==> config.mk <==
export PLATFORM = sky130hd
export DESIGN_NAME = muldiv_controller_flat
export DESIGN_NICKNAME = d
export VERILOG_FILES = /design/src/rtl/muldiv_controller_if.sv /design/src/rtl/muldiv_controller.sv /design/src/flat_wrapper.sv
export SDC_FILE = /design/constraint.sdc
export NUM_CORES = 1
export LEC_CHECK = 0
export BUFFER_PORTS_ARGS = -buffer_cell sky130_fd_sc_hd__buf_2
export CELL_PAD_IN_SITES_DETAIL_PLACEMENT = 2
export CELL_PAD_IN_SITES_GLOBAL_PLACEMENT = 2
export CORE_MARGIN = 2
export CORE_UTILIZATION = 40
export CTS_CLUSTER_SIZE = 14
export DETAILED_ROUTE_END_ITERATION = 12
export PLACE_DENSITY = 0.95
export SLEW_MARGIN = 20
export SYNTH_ARGS = -nofsm -noshare
export SYNTH_HDL_FRONTEND = slang
export SYNTH_SLANG_ARGS = --single-unit
==> constraint.sdc <==
create_clock -name clk -period 20.3 [get_ports clk]
set_input_delay 4.06 -clock clk [delete_from_list [all_inputs] [get_ports clk]]
set_output_delay 4.06 -clock clk [all_outputs]
set_load 0.03 [all_outputs]
==> src/rtl/muldiv_controller_if.sv <==
// Pipeline-side bundle for the iterative multiply/divide unit.
// Optional feature macro: MULDIV_DIVZERO_EN (adds DivZero and early divide-by-zero exit).
//
// Handshake: StartE is a request that is accepted on any rising edge where
// the unit is idle (Busy low). While Busy is high a request is not accepted
// and StallMD = Busy && (StartE || ReadHiLoD) holds the requester (and any
// mfhi/mflo reader) until Busy falls. Done pulses for one cycle on the edge
// that loads Hi/Lo. dbg_state mirrors the FSM (1 = BUSY).
interface muldiv_controller_if;
  logic        StartE;
  logic [1:0]  OpE;
  logic [31:0] SrcAE;
  logic [31:0] SrcBE;
  logic        ReadHiLoD;
  logic [31:0] Hi;
  logic [31:0] Lo;
  logic        Busy;
  logic        Done;
  logic        StallMD;
  logic        dbg_state;
`ifdef MULDIV_DIVZERO_EN
  logic        DivZero;
`endif

  modport master (
    output StartE, OpE, SrcAE, SrcBE, ReadHiLoD,
    input  Hi, Lo, Busy, Done, StallMD, dbg_state
`ifdef MULDIV_DIVZERO_EN
    , input DivZero
`endif
  );

  modport slave (
    input  StartE, OpE, SrcAE, SrcBE, ReadHiLoD,
    output Hi, Lo, Busy, Done, StallMD, dbg_state
`ifdef MULDIV_DIVZERO_EN
    , output DivZero
`endif
  );
endinterface

==> src/rtl/muldiv_controller.sv <==
// Iterative MIPS-style HI/LO multiply/divide unit: 32-cycle shift-add
// multiply and 32-cycle restoring divide on operand magnitudes, with sign
// fix-up applied on the completing edge.
// Optional feature macro: MULDIV_DIVZERO_EN -- divide by zero finishes one
// cycle after acceptance, leaves Hi/Lo untouched and pulses DivZero.
module muldiv_controller (
  input  logic clk,
  input  logic rst,
  muldiv_controller_if.slave bus
);

  typedef enum logic {IDLE = 1'b0, BUSY = 1'b1} state_t;

  state_t      state;
  logic [4:0]  cnt;
  logic [1:0]  op_q;
  logic [31:0] mag_a;
  logic [31:0] mag_b;
  logic        sign_a;
  logic        sign_b;
  logic [63:0] p;        // multiply: product accumulator; divide: [31:0] dividend/quotient
  logic [32:0] rem;      // divide partial remainder
  logic [31:0] hi_q;
  logic [31:0] lo_q;
  logic        busy_q;
  logic        done_q;
`ifdef MULDIV_DIVZERO_EN
  logic        dz_pend;
  logic        divzero_q;
`endif

  logic [32:0] mul_sum;
  logic [63:0] mul_next;
  logic [33:0] rem_wide;
  logic [33:0] div_diff;
  logic [32:0] rem_next;
  logic [31:0] quo_next;
  logic        signed_op;
  logic [63:0] prod_res;
  logic [31:0] quo_res;
  logic [31:0] rem_res;

  function automatic logic [31:0] mag32(input logic [31:0] x, input logic sgn);
    return (sgn && x[31]) ? (32'd0 - x) : x;
  endfunction

  // One iteration step for both datapaths plus the signed result fix-up.
  always_comb begin
    mul_sum   = {1'b0, p[63:32]} + (p[0] ? {1'b0, mag_a} : 33'd0);
    mul_next  = {mul_sum, p[31:1]};
    rem_wide  = {rem, p[31]};
    div_diff  = rem_wide - {2'b00, mag_b};
    if (div_diff[33]) begin
      rem_next = rem_wide[32:0];
      quo_next = {p[30:0], 1'b0};
    end else begin
      rem_next = div_diff[32:0];
      quo_next = {p[30:0], 1'b1};
    end
    signed_op = ~op_q[0];
    prod_res  = (signed_op && (sign_a ^ sign_b)) ? (64'd0 - mul_next) : mul_next;
    quo_res   = (signed_op && (sign_a ^ sign_b)) ? (32'd0 - quo_next) : quo_next;
    rem_res   = (signed_op && sign_a) ? (32'd0 - rem_next[31:0]) : rem_next[31:0];
  end

  // Control FSM, operand capture, iteration and HI/LO write-back.
  always_ff @(posedge clk or posedge rst) begin
    if (rst) begin
      state  <= IDLE;
      cnt    <= 5'd0;
      op_q   <= 2'd0;
      mag_a  <= 32'd0;
      mag_b  <= 32'd0;
      sign_a <= 1'b0;
      sign_b <= 1'b0;
      p      <= 64'd0;
      rem    <= 33'd0;
      hi_q   <= 32'd0;
      lo_q   <= 32'd0;
      busy_q <= 1'b0;
      done_q <= 1'b0;
`ifdef MULDIV_DIVZERO_EN
      dz_pend   <= 1'b0;
      divzero_q <= 1'b0;
`endif
    end else begin
      done_q <= 1'b0;
`ifdef MULDIV_DIVZERO_EN
      divzero_q <= 1'b0;
`endif
      case (state)
        IDLE: begin
          if (bus.StartE) begin
            state  <= BUSY;
            busy_q <= 1'b1;
            cnt    <= 5'd0;
            op_q   <= bus.OpE;
            mag_a  <= mag32(bus.SrcAE, ~bus.OpE[0]);
            mag_b  <= mag32(bus.SrcBE, ~bus.OpE[0]);
            sign_a <= ~bus.OpE[0] & bus.SrcAE[31];
            sign_b <= ~bus.OpE[0] & bus.SrcBE[31];
            // Multiply seeds the multiplier in the low half; divide seeds the dividend.
            p      <= {32'd0, bus.OpE[1] ? mag32(bus.SrcAE, ~bus.OpE[0])
                                         : mag32(bus.SrcBE, ~bus.OpE[0])};
            rem    <= 33'd0;
`ifdef MULDIV_DIVZERO_EN
            dz_pend <= bus.OpE[1] && (bus.SrcBE == 32'd0);
`endif
          end
        end
        BUSY: begin
`ifdef MULDIV_DIVZERO_EN
          if (dz_pend) begin
            state     <= IDLE;
            busy_q    <= 1'b0;
            done_q    <= 1'b1;
            divzero_q <= 1'b1;
            dz_pend   <= 1'b0;
          end else begin
`else
          begin
`endif
            p   <= op_q[1] ? {p[63:32], quo_next} : mul_next;
            rem <= rem_next;
            cnt <= cnt + 5'd1;
            if (cnt == 5'd31) begin
              state  <= IDLE;
              busy_q <= 1'b0;
              done_q <= 1'b1;
              if (op_q[1]) begin
                hi_q <= rem_res;
                lo_q <= quo_res;
              end else begin
                hi_q <= prod_res[63:32];
                lo_q <= prod_res[31:0];
              end
            end
          end
        end
        default: state <= IDLE;
      endcase
    end
  end

  assign bus.Hi        = hi_q;
  assign bus.Lo        = lo_q;
  assign bus.Busy      = busy_q;
  assign bus.Done      = done_q;
  assign bus.StallMD   = busy_q && (bus.StartE || bus.ReadHiLoD);
  assign bus.dbg_state = (state == BUSY);
`ifdef MULDIV_DIVZERO_EN
  assign bus.DivZero   = divzero_q;
`endif

endmodule

==> src/flat_wrapper.sv <==
// flat-port wrapper written by rule: the top's interface ports become plain ports
module muldiv_controller_flat 
  (clk, rst, bus_StartE, bus_OpE, bus_SrcAE, bus_SrcBE, bus_ReadHiLoD, bus_Hi, bus_Lo, bus_Busy, bus_Done, bus_StallMD, bus_dbg_state);
  muldiv_controller_if bus_i ();
  input  logic clk;
  input  logic rst;
  input wire logic [$bits(bus_i.StartE)-1:0] bus_StartE;
  input wire logic [$bits(bus_i.OpE)-1:0] bus_OpE;
  input wire logic [$bits(bus_i.SrcAE)-1:0] bus_SrcAE;
  input wire logic [$bits(bus_i.SrcBE)-1:0] bus_SrcBE;
  input wire logic [$bits(bus_i.ReadHiLoD)-1:0] bus_ReadHiLoD;
  output wire logic [$bits(bus_i.Hi)-1:0] bus_Hi;
  output wire logic [$bits(bus_i.Lo)-1:0] bus_Lo;
  output wire logic [$bits(bus_i.Busy)-1:0] bus_Busy;
  output wire logic [$bits(bus_i.Done)-1:0] bus_Done;
  output wire logic [$bits(bus_i.StallMD)-1:0] bus_StallMD;
  output wire logic [$bits(bus_i.dbg_state)-1:0] bus_dbg_state;
  assign bus_i.StartE = bus_StartE;
  assign bus_i.OpE = bus_OpE;
  assign bus_i.SrcAE = bus_SrcAE;
  assign bus_i.SrcBE = bus_SrcBE;
  assign bus_i.ReadHiLoD = bus_ReadHiLoD;
  assign bus_Hi = bus_i.Hi;
  assign bus_Lo = bus_i.Lo;
  assign bus_Busy = bus_i.Busy;
  assign bus_Done = bus_i.Done;
  assign bus_StallMD = bus_i.StallMD;
  assign bus_dbg_state = bus_i.dbg_state;
  muldiv_controller u_core (.clk(clk), .rst(rst), .bus(bus_i));
endmodule
; Word-level counts from Yosys, hierarchy flattened
; Cells that the tools add are included.
[totals]
input_bits = 70
word_cells = 68
ff_bits = 237
[classes]
n_mux = 26
bitwise_logic = 6
reduce_logical = 10
eq_ne = 4
n_addsub = 8
[op_table]
columns = cell, n
row1 = 32-bit 2-to-1 mux, 8
row2 = 64-bit 2-to-1 mux, 3
row3 = 64-bit one-hot mux with 2 select lines, 1
row4 = 1-bit by 32-bit subtractor with 32-bit output (first input constant), 4
row5 = 33-bit 2-to-1 mux, 2
row6 = 33-bit one-hot mux with 2 select lines, 1
row7 = 1-bit by 64-bit subtractor with 64-bit output (first input constant), 1
row8 = 34-bit by 32-bit subtractor with 34-bit output, 1
row9 = 32-bit by 33-bit adder with 33-bit output, 1
row10 = 5-bit one-hot mux with 2 select lines, 1
row11 = 2-bit AND reduction, 4
row12 = 1-bit 2-to-1 mux, 7
row13 = 2-bit != test (second input constant), 3
row14 = 5-bit by 1-bit adder with 5-bit output (second input constant), 1
row15 = 5-bit == test (second input constant), 1
row16 = 1-bit logical AND, 5
row17 = 5-bit 2-to-1 mux, 1
row18 = 1-bit one-hot mux with 2 select lines, 2
row19 = 1-bit inverter, 3
row20 = 1-bit bitwise AND, 2
row21 = 1-bit logical OR, 1
row22 = 1-bit bitwise XOR, 1

; Logic depth before layout (Yosys ltp)
[depth]
word_depth = 6
mapped_depth = 26

; Worst setup path before layout
; OpenSTA, ideal clock, no wires.
[synth_timing]
kind = input port to output port
from = in bus_StartE
to = out bus_StallMD
slack_ns = 11.113
required_ns = 16.240
path_stages = 4
t_arrival_ns = 5.127
path_cell_list = clkbuf_1 clkbuf_1 clkbuf_1 o21a_1
[synth_via]
elab_chain_cells = 2
[synth_rtl]
columns = item, line
row1 = start: declaration, flat_wrapper.sv:7  ; input wire logic [$bits(bus_i.StartE)-1:0] bus_StartE;
row2 = 1-bit logical OR, muldiv_controller.sv:149  ; assign bus.StallMD = busy_q && (bus.StartE || bus.ReadHiLoD);
row3 = 1-bit logical AND, muldiv_controller.sv:149
row4 = end: declaration, flat_wrapper.sv:16  ; output wire logic [$bits(bus_i.StallMD)-1:0] bus_StallMD;
; Every way passes these cells.

; Final worst setup path
; Same ends and word-level chain as after synthesis.

==> impl_metrics.json <==
{
  "run_status": "finished clean",
  "ys_types": 96,
  "viasPerCell": 6.75,
  "hp-class": "flop to flop",
  "critPathMostFrequentCell": "buf_2",
  "max_freq_mhz": 111,
  "layout_common_cells": "nand2_1, dfrtp_1, o21ai_0, a21oi_1, nor2_1",
  "yosysWarnings": 0,
  "r2r_slack_ns": 13.27,
  "initial_utilization": 0.407,
  "yosysSeqAreaShare": 0.304,
  "worst_path_max_delay_cell": "buf_2",
  "worst_slew_pin_slew_ns": 1.30,
  "drive_gt1_frac": 0.108,
  "grt_antenna_before_repair": 8,
  "clk_pin_slew_worst_paths_ns": 0.06,
  "grt_pass1_wl_um": 148000,
  "synth_enable_flop_cells": 0,
  "die_w_um": 225,
  "dp.cells": 3069,
  "synth.avg_cell_area_sq_um": 7.91,
  "arrival_ns": 4.99,
  "required_ns": 16.24,
  "crit_path_start_kind": "input port",
  "area_delta_synth_final_pct": 10.6,
  "holdPathEnd": "u_core.bus.Hi[10]",
  "synthTopCellsByArea": "dfrtp_1, nand2_1, o21ai_0",
  "fin_nets": 2628,
  "cts_buffers": 29,
  "yosysTopAreaCellShare": 0.304,
  "fp.dieH_um": 225,
  "clock_latency_ns": 0.62,
  "crit_path_cell_trace": "buf_2 > o21a_1 > buf_2",
  "stdcell_count": 3122,
  "grt_max_degree": 115,
  "dieArea_sq_mm": 0.0506,
  "detail-route-antenna-nets": 0,
  "grt_pass1_vias": 23000,
  "num_vias": 21100,
  "regToRegStartpoint": "u_core.p[31]",
  "ys_ff_latch": 237,
  "hold_violations": 0,
  "row_count": 80,
  "netlist_instances": 2470,
  "drtIter0Drc": 1855,
  "min_from": "u_core.bus.Hi[10]",
  "relSlewSlack": 0.126,
  "end_kind": "output port",
  "whs_path_depth": 2,
  "slew_viol_final": 0,
  "core_sq_mm": 0.0479,
  "synth.net_count": 2613,
  "grt_overflow": 0,
  "critical_path_peak_fanout": 24,
  "root_buffer": "clkbuf_16",
  "gp_congestion": 0.923,
  "setup_viol": 0,
  "h-tree-depth": 1,
  "fin_crit_sh": 0.446,
  "wire_per_inst_um": 31.5,
  "cpPeakStageDelay_ns": 0.51,
  "cpLargestDelayFamily": "buffers and inverters",
  "dpl.hpwl_um": 68000,
  "grt_use_total": 0.383,
  "post-route-min-period_ns": 9.05,
  "netlist_area_sq_mm": 0.0195,
  "cts-hold-fix-buffers": 0,
  "layout_commonest_cell": "nand2_1",
  "path_buf_inv": 2,
  "route.detailed.drc": 0,
  "fin_util": 0.451,
  "setup_tns_ns": 0,
  "rsz0062_at_grt": "no",
  "crit_type": "input port to output port",
  "synthArstFlopShare": 1.00,
  "io_buffers": 137,
  "dr.pass1.iters": 6,
  "worst_r2r_path_depth": 21,
  "synth_ff_type": "dfrtp_1",
  "cts_num_sinks": 237,
  "cts_resized": 0,
  "fin_skew_ns": 0.0242,
  "max_cap_viol_count": 0,
  "routed_wl_um": 98300,
  "r2r_end": "u_core.bus.Hi[30]",
  "cts_tree": "yes",
  "synth.largest_area_cell": "dfrtp_1",
  "cts_setup_buffers": 0,
  "pin_count": 138,
  "clockBufferDepth": 3
}
==> worst min-delay path: cells and delay by family, from the launching register on <==
family	cells	cell delay [ns]
AOI/OAI and AO/OA	1	0.06
DFF	1	0.34
and+or+nand+nor	1	0.05
==> worst max path at each step <==
stage | start | end | slack (ns) | depth (start not counted)
floorplan | rst | u_core.bus.Busy | 9.74 | 1
global placement | bus_StartE | bus_StallMD | 11.30 | 3
detailed placement | bus_StartE | bus_StallMD | 11.30 | 3
CTS | bus_StartE | bus_StallMD | 11.30 | 3
global route | bus_StartE | bus_StallMD | 11.27 | 3
finish | bus_StartE | bus_StallMD | 11.25 | 3
==> cell usage after synthesis, types with 11 or more instances <==
| cell type | count |
|---|---|
| nand2_1 | 355 |
| dfrtp_1 | 237 |
| o21ai_0 | 206 |
| a21oi_1 | 181 |
| nor2_1 | 162 |
| clkbuf_1 | 144 |
| xnor2_1 | 108 |
| xor2_1 | 103 |
| inv_1 | 77 |
| mux2i_1 | 77 |
| ha_1 | 71 |
| and2_1 | 56 |
| a211oi_1 | 48 |
| nor3_1 | 47 |
| nand3_1 | 35 |
| nor4_1 | 33 |
| o31ai_1 | 29 |
| or3_1 | 28 |
| a21o_1 | 27 |
| a22o_1 | 27 |
| nor2b_1 | 26 |
| a31oi_1 | 23 |
| o21ai_1 | 23 |
| o22ai_1 | 23 |
| nand4_1 | 22 |
| and3_1 | 20 |
| o21a_1 | 18 |
| buf_2 | 17 |
| o211ai_1 | 17 |
| nand2b_1 | 15 |
| buf_1 | 14 |
| mux2_2 | 13 |
| or4_1 | 11 |
==> cell type report <==
type	instances	area [sq um]
multi-input combinational	1977	12600
clock buffer	34	774
clock inverter	18	305
antenna	1	2.50
fill	5295	26300
timing repair buffer	161	866
sequential	237	5940
tap	615	769
inverter	79	304
==> per-layer routing <==
metal | GRT usage | vias up | wire length (um) | part of all wire
li1 | - | 8860 | - | -
met1 | 0.464 | 10700 | 38600 | 0.39
met2 | 0.641 | 1094 | 46300 | 0.47
met3 | 0.0725 | 391 | 7270 | 0.074
met4 | 0.208 | 8 | 6050 | 0.062
met5 | 0 | - | 51 | 0.00052
==> stage by stage <==
step	setup slack (ns)	hold slack, ns	instance area [sq um]
final	11.25	0.482	21600
after global routing	11.27	0.519	21600
after floorplan	9.74	0.438	19500
after CTS	11.30	0.484	21600
after detailed placement	11.30	0.470	20500
after global placement	11.30	0.454	20500
==> cells by family (layout without fill, tap and decap cells) <==
family          Yosys count  in the layout  synth area share
mux                      92             92            0.0487
xor+xnor                211            211            0.0946
fa+ha+maj                73             73            0.0475
flops                   237            237             0.304
other cells               0              1                 0
buf+inv                 256            292            0.0511
simple gates            868            868             0.218
compound gates          733            733             0.237
==> registers in the layout (all words and copies together) (netlist names) <==
name / cells
u_core.op_q: 2
u_core.sign_a: 1
u_core.mag_b: 32
u_core.p: 64
u_core.bus.Done: 1
u_core.cnt: 5
u_core.sign_b: 1
u_core.rem: 33
u_core.bus.Lo: 32
u_core.bus.dbg_state: 1
u_core.mag_a: 32
u_core.bus.Hi: 32
u_core.bus.Busy: 1
Power is left out: the tool's default activity adds up to more than one toggle a clock period on the data nets, which glitch-free logic cannot reach.
